==> src/rtl/cnt_mod_updn.sv <==
// ============================================================================
//  Module   : cnt_mod_updn
//  Brief    : Parametrised up/down counter with programmable limit and
//             wrap / saturate / one-shot modes, registered tc/ovf/done.
//             Optional prescaler enabled by macro CNT_MOD_PRESCALE_EN.
//  Revision : 1.0 - initial release
// ============================================================================
`default_nettype none

module cnt_mod_updn #(
    parameter int WIDTH    = 8,
    parameter int RST_VAL  = 0
`ifdef CNT_MOD_PRESCALE_EN
    ,
    parameter int PRESCALE = 4
`endif
) (
    input  logic             clk,
    input  logic             rst_n,
    input  logic             clr,
    input  logic             load,
    input  logic [WIDTH-1:0] data_in,
    input  logic             en,
    input  logic             up_dn,
    input  logic [1:0]       mode,
    input  logic [WIDTH-1:0] limit,
    output logic [WIDTH-1:0] cnt,
    output logic             tc,
    output logic             ovf,
    output logic             done
);

    localparam logic [WIDTH-1:0] c_RST_VAL = WIDTH'(RST_VAL);

    typedef enum logic [0:0] {
        RUN  = 1'b0,
        STOP = 1'b1
    } state_t;

    state_t           r_state, w_state_nxt;
    logic [WIDTH-1:0] r_cnt,   w_cnt_nxt;
    logic             r_tc,    w_tc_nxt;
    logic             r_ovf,   w_ovf_nxt;
    logic             r_done,  w_done_nxt;
    logic             w_term;
    logic [WIDTH-1:0] w_term_val;
    logic             w_tick;

`ifdef CNT_MOD_PRESCALE_EN
    localparam int              c_PW       = (PRESCALE > 1) ? $clog2(PRESCALE) : 1;
    localparam logic [c_PW-1:0] c_PRE_LAST = c_PW'(PRESCALE - 1);

    logic [c_PW-1:0] r_pre, w_pre_nxt;

    assign w_tick = (r_pre == c_PRE_LAST);

    // Prescaler only advances on cycles that would otherwise count.
    always_comb begin
        w_pre_nxt = r_pre;
        if (clr || load) begin
            w_pre_nxt = '0;
        end else if (en && (r_state == RUN)) begin
            w_pre_nxt = w_tick ? '0 : r_pre + 1'b1;
        end
    end

    always_ff @(posedge clk or negedge rst_n) begin
        if (!rst_n) begin
            r_pre <= '0;
        end else begin
            r_pre <= w_pre_nxt;
        end
    end
`else
    assign w_tick = 1'b1;
`endif

    assign w_term     = up_dn ? (r_cnt >= limit) : (r_cnt == '0);
    assign w_term_val = up_dn ? limit : '0;

    always_comb begin
        w_state_nxt = r_state;
        w_cnt_nxt   = r_cnt;
        w_tc_nxt    = 1'b0;
        w_ovf_nxt   = r_ovf;
        w_done_nxt  = r_done;
        if (clr) begin
            w_cnt_nxt   = c_RST_VAL;
            w_ovf_nxt   = 1'b0;
            w_done_nxt  = 1'b0;
            w_state_nxt = RUN;
        end else if (load) begin
            w_cnt_nxt   = data_in;
            w_done_nxt  = 1'b0;
            w_state_nxt = RUN;
        end else if (en && (r_state == RUN) && w_tick) begin
            if (!w_term) begin
                w_cnt_nxt = up_dn ? r_cnt + 1'b1 : r_cnt - 1'b1;
                // tc marks arrival at the terminal, never a hold there
                w_tc_nxt  = (w_cnt_nxt == w_term_val);
            end else begin
                case (mode)
                    2'b01: begin
                        w_ovf_nxt = 1'b1;
                    end
                    2'b10: begin
                        w_state_nxt = STOP;
                        w_done_nxt  = 1'b1;
                    end
                    default: begin
                        w_cnt_nxt = up_dn ? '0 : limit;
                        w_ovf_nxt = 1'b1;
                    end
                endcase
            end
        end
    end

    always_ff @(posedge clk or negedge rst_n) begin
        if (!rst_n) begin
            r_state <= RUN;
            r_cnt   <= c_RST_VAL;
            r_tc    <= 1'b0;
            r_ovf   <= 1'b0;
            r_done  <= 1'b0;
        end else begin
            r_state <= w_state_nxt;
            r_cnt   <= w_cnt_nxt;
            r_tc    <= w_tc_nxt;
            r_ovf   <= w_ovf_nxt;
            r_done  <= w_done_nxt;
        end
    end

    assign cnt  = r_cnt;
    assign tc   = r_tc;
    assign ovf  = r_ovf;
    assign done = r_done;

endmodule

`default_nettype wire

==> config.mk <==
export PLATFORM = sky130hd
export DESIGN_NAME = cnt_mod_updn
export DESIGN_NICKNAME = d
export VERILOG_FILES = /design/src/rtl/cnt_mod_updn.sv
export SDC_FILE = /design/constraint.sdc
export NUM_CORES = 1
export LEC_CHECK = 0
export ABC_CLOCK_PERIOD_IN_PS = 5580
export CAP_MARGIN = 30
export CORE_MARGIN = 2
export CORE_UTILIZATION = 25
export DETAILED_ROUTE_END_ITERATION = 16
export PLACE_DENSITY = 0.54
export SLEW_MARGIN = 20
export SYNTH_ARGS = -nofsm -noshare
export SYNTH_HDL_FRONTEND = slang
export SYNTH_SLANG_ARGS = --single-unit
==> constraint.sdc <==
create_clock -name clk -period 5.58 [get_ports clk]
set_clock_uncertainty 0.2 [all_clocks]
set_input_delay 0.558 -clock clk [delete_from_list [all_inputs] [get_ports clk]]
set_output_delay 0.558 -clock clk [all_outputs]
set_load 0.03 [all_outputs]
# After elaboration in Yosys (flattened, before gate mapping)
# Index checks and enable logic that the tools add are counted.
# Widths: inputs -> output; s select.
classes:
  n_addsub: 2
  magnitude_cmp: 1
  n_eq_ne: 6
  mux: 23
  n_bitwise: 1
  reduce_logical: 11
op_table:
  columns: ["op", "count"]
  rows:
  - ["$mux 8", 8]
  - ["$mux 1", 15]
  - ["$reduce_bool 3->1", 3]
  - ["$add 8x1->8 const B", 1]
  - ["$eq 8x8->1", 1]
  - ["$ge 8x8->1", 1]
  - ["$logic_not 8->1", 1]
  - ["$sub 8x1->8 const B", 1]
  - ["$ne 2x2->1 const B", 2]
  - ["$ne 4x4->1 const B", 1]
  - ["$reduce_and 4->1", 1]
  - ["$reduce_bool 2->1", 2]
  - ["$reduce_and 3->1", 1]
  - ["$eq 2x1->1 const B", 1]
  - ["$eq 2x2->1 const B", 1]
  - ["$reduce_and 2->1", 1]
  - ["$reduce_or 2->1", 1]
  - ["$logic_and 1x1->1", 1]
  - ["$not 1->1", 1]
totals:
  reg_bits: 11
  inputBits: 24
  out_inout_bits: 11
  wordCells: 48

# Longest topological paths before layout
depth:
  word_depth: 7
  mapped_depth: 9

# Worst setup path after synthesis
# Ideal clock, no wire load.
synth_timing:
  path_kind: "input -> register"
  startpoint: "input port up_dn"
  endpoint: "register r_tc (netlist: tc)"
  arrival_time_ns: 2.488
  required_time_ns: 5.269
  setup_slack_ns: 2.780
  path_stages: 8
  path_cell_list: "inv_1 ha_1 a21oi_1 o221ai_1 a2111oi_0 nor3_1 xor2_1 a2111oi_2"
synth_via:
  elab_chain_len: 6
synth_lines:
  columns: ["element", "line", "text"]
  rows:
  - ["start: declaration", "24", "input logic up_dn,"]
  - ["$mux 8 (on tied branches)", "98, 79", null]
  - ["$eq 8x8->1", "100", "w_tc_nxt = (w_cnt_nxt == w_term_val);"]
  - ["$mux 1 (*)", "97", "if (!w_term) begin"]
  - ["$mux 1 (*)", "96", "end else if (en && (r_state == RUN) && w_tick) begin"]
  - ["$mux 1 (*)", "92", "end else if (load) begin"]
  - ["$mux 1 (*)", "87", "if (clr) begin"]
  - ["via w_tc_nxt", "42", "logic r_tc, w_tc_nxt;"]
  - ["end signal: assignment", "129", "r_tc <= w_tc_nxt;"]
  - ["end: declaration", "42", null]
# The timed path passes the listed nets; every way through them passes the cells marked *.
# A chain may end at the register's enable or synchronous reset.

# Worst setup path in the final report
# Same ends and word-level chain as after synthesis.

==> impl_results.md <==
* Critical R2R Capture: tc$_DFF_PN0_
* CP Launch Type: input pin
* Placed cell count at between 200 and 300
* Final worst-path cycle share at between 60% and 70%
* I/O pins at 35
* Async SR Flop Fraction at 100.0%
* Via/cell ratio at 5.183
* 1st-iter DRT viols at between 60 and 70
* Pwr dens at ~260 mW/mm^2
* Synth Register Bits at 11
* CP max stage delay at about 0.80 ns
* Vias in the first global route at ~1400
* First-pass iteration count of the detailed router at 4
* Die Span X at between 70 and 80 microns
* CORE AREA at around 0.0055 sq mm
* Post-synth net total at approximately 220
* Clk Tree Root Cell: clkbuf_8
* Drt drc at 0
* Layout Utilization at around a third
* Slowest cell on crit path: clkdlybuf4s50_1
* Max_cap viols at 0
* Reg2reg start: cnt[0]$_DFFE_PN0P_
* Hold crit path type: flop to flop
* # hold bufs at CTS at 0
* First-pass GRT wire length at ~6.8 mm
* Maximum clock rate at 259.6 MHz
* TNS Setup at 0 ns
* Nets at about 250
* Final wirelength at 4.168 mm
* Leakage at 0.7877 nW
* Synth top area share at about a fifth
* Final setup viols at 0
* Critical path type: input pin to flop
* Grt total ovfl at 0
* Status: finished clean
* Post-CTS setup buffer count at 0
* Crit. Startpoint: up_dn
* Die Area at 0.006358 sq mm
* Crit path to: tc$_DFF_PN0_
* Pins Over Slew Limit at 0
* Gr usage total at around 14%
* Worst setup margin at 1.727 ns
* Sequential area share after synthesis at 19.20%
* IO Port Bufs at 34
* H-tree Lvls at 1
* Worst R2R Path Depth at 8
* Synth warn at 0
* Cells after Synth at 176
* R2R Setup Slk at 2.65 ns
* EDFF count, synth at 0
* WL/cell at approximately 15 microns
* Max FO, Critical Path at 13
* Synth area leaders: dfrtp_1, ha_1, inv_1, nand2_1, a221oi_1
* Worst-skew pair later-pin latency at roughly 0.24 ns
* Worst hold start: ovf$_DFFE_PN0P_
* Max VDD drop at ~0.13 mV
* Area delta synth->final at 31.06%
* Synth Flop Type: dfrtp_1
* Slew @ Worst Pin at between 0.5 and 0.6 ns
* WP data arrival at ~3.8 ns
* Area leader, netlist: dfrtp_1
* Clock Sinks at 11
* Die Height at around 80 microns
* Detailed Place HPWL at between 3 and 4 mm
* Post-CTS sizing at 0
* Largest net degree at the start of global routing at 18
* RSZ-0062 raised after global routing: false
* Routed vias at between 1000 and 1500
* Hold Violations, Final at 0
* Data required, critical path at ~5.5 ns
* Num CTS Buffers at 3
* Non-Filler Instances at 278
* Worst-path clk slew at roughly 0.050 ns
* # diodes at 0
* Post-layout min period at 3.853 ns
* Cell Rows at 27
* Fillers at between 500 and 600
* Slew headroom at between 50% and 60%
* Critical-path cell list: clkdlybuf4s50_1 > inv_1 > ha_1 > a21oi_1 > o221ai_1 > a2111oi_0 > nor3_1 > xor2_1 > a2111oi_2
* Antenna violations before repair at 0
* Worst-case clock buffer depth at 2
* Fraction of final layout cells sized beyond drive strength 1 at between 4 and 5%
* Syn Area/Cell at between 8 and 9 sq um
* CTS tree: done
* Routed Antenna Nets at 0
* RD Place Congestion at around 0.84
* Mapped Area at roughly 0.0014 sq mm
* Initial Util at 26.04%
* Crit end category: flop
* Post-synth cell types at between 40 and 50
* Place WS at about 1.5 ns
==> power by group <==
part	total (W)	internal, W	switching, W
registers	0.000110	0.0000904	0.0000198
logic	0.000294	0.000129	0.000165
clock network	0.0000782	0.0000500	0.0000282
==> placed cells by master (no fill, tap or decap), drive strengths merged, types with 7 or more instances in the layout <==
cell type,count
clkdlybuf4s50,34
inv,15
nand2,15
ha,15
dfrtp,11
nor2,11
a21oi,9
o21ai,9
nor2b,7
o41ai,7
==> synthesized netlist by cell type (2+ instances only) <==
cell type  number
a221oi_1        6
a2111o_1        2
xnor2_1         5
o31ai_1         2
a21o_1          6
nor2_1         10
o41ai_2         2
nand2b_1        5
dfrtp_1        11
nor3_1          4
inv_1          15
nor2b_1         7
xor2_1          6
ha_1           15
buf_2           3
clkbuf_1        5
nand3_1         4
a21oi_1         9
o21ai_0         8
o221ai_1        2
o41ai_1         5
nand2_1        15
a32oi_1         2
nor4_1          3
==> kinds of logic (layout without fill, tap and decap cells) <==
logic type / after synthesis / count (layout) / synth area share, %
DFF: 11 / 11 / 19.20
AOI/OAI and AO/OA: 56 / 56 / 31.15
and+or+nand+nor: 57 / 57 / 20.33
adders and majority gates: 16 / 16 / 14.49
buffers and inverters: 24 / 54 / 6.544
xor gates and xnor gates: 12 / 12 / 8.289
==> worst max-delay path, delay by kind of cell <==
kind | cells | cell delay (ns)
AO/OA/AOI/OAI | 4 | 1.36
buffers and inverters | 2 | 1.08
adder cells (fa/ha/maj) | 1 | 0.44
XOR/XNOR | 1 | 0.20
AND/OR/NAND/NOR | 1 | 0.15
==> metrics by stage <==
stage	hold slack, ns	power (W)	instance area [sq um]
after floorplan	0.06241	0.0003124	1434
after global placement	0.2906	0.0004037	1834
after detailed placement	0.3113	0.0004027	1834
after CTS	0.3217	0.0004844	1879
after global routing	0.3563	0.0005209	1879
final	0.3089	0.0004821	1879
==> routing by layer <==
metal / vias to the layer above / track usage, % / routed length, microns
li1: 721 / - / -
met1: 672 / 18.63 / 1930
met2: 44 / 22.61 / 1988
met3: 4 / 1.923 / 221
met4: 0 / 3.390 / 27
met5: - / 0 / 0
==> registers in the layout, summed over array words and instances (netlist names) <==
name	count
cnt	8
done	1
ovf	1
tc	1
==> final cells by class <==
type	instances	area, sq um	share of cell area (%)
multi-input cells	141	1065	56.66
repair buffers	35	347.8	18.51
flip-flops and latches	11	275.3	14.65
well taps	72	90.09	4.794
inverters	15	56.30	2.996
clock buffers	4	45.04	2.397
==> worst min-delay path by stage <==
stage | end | slack, ns | depth (start not counted)
2_1_floorplan | cnt[0]$_DFFE_PN0P_ | 0.06 | 0
3_3_place_gp | ovf$_DFFE_PN0P_ | 0.29 | 2
3_5_place_dp | ovf$_DFFE_PN0P_ | 0.31 | 2
4_1_cts | ovf$_DFFE_PN0P_ | 0.32 | 2
5_1_grt | ovf$_DFFE_PN0P_ | 0.36 | 2
6_report | ovf$_DFFE_PN0P_ | 0.31 | 2
No activity file was read; power rests on OpenSTA's default activity.
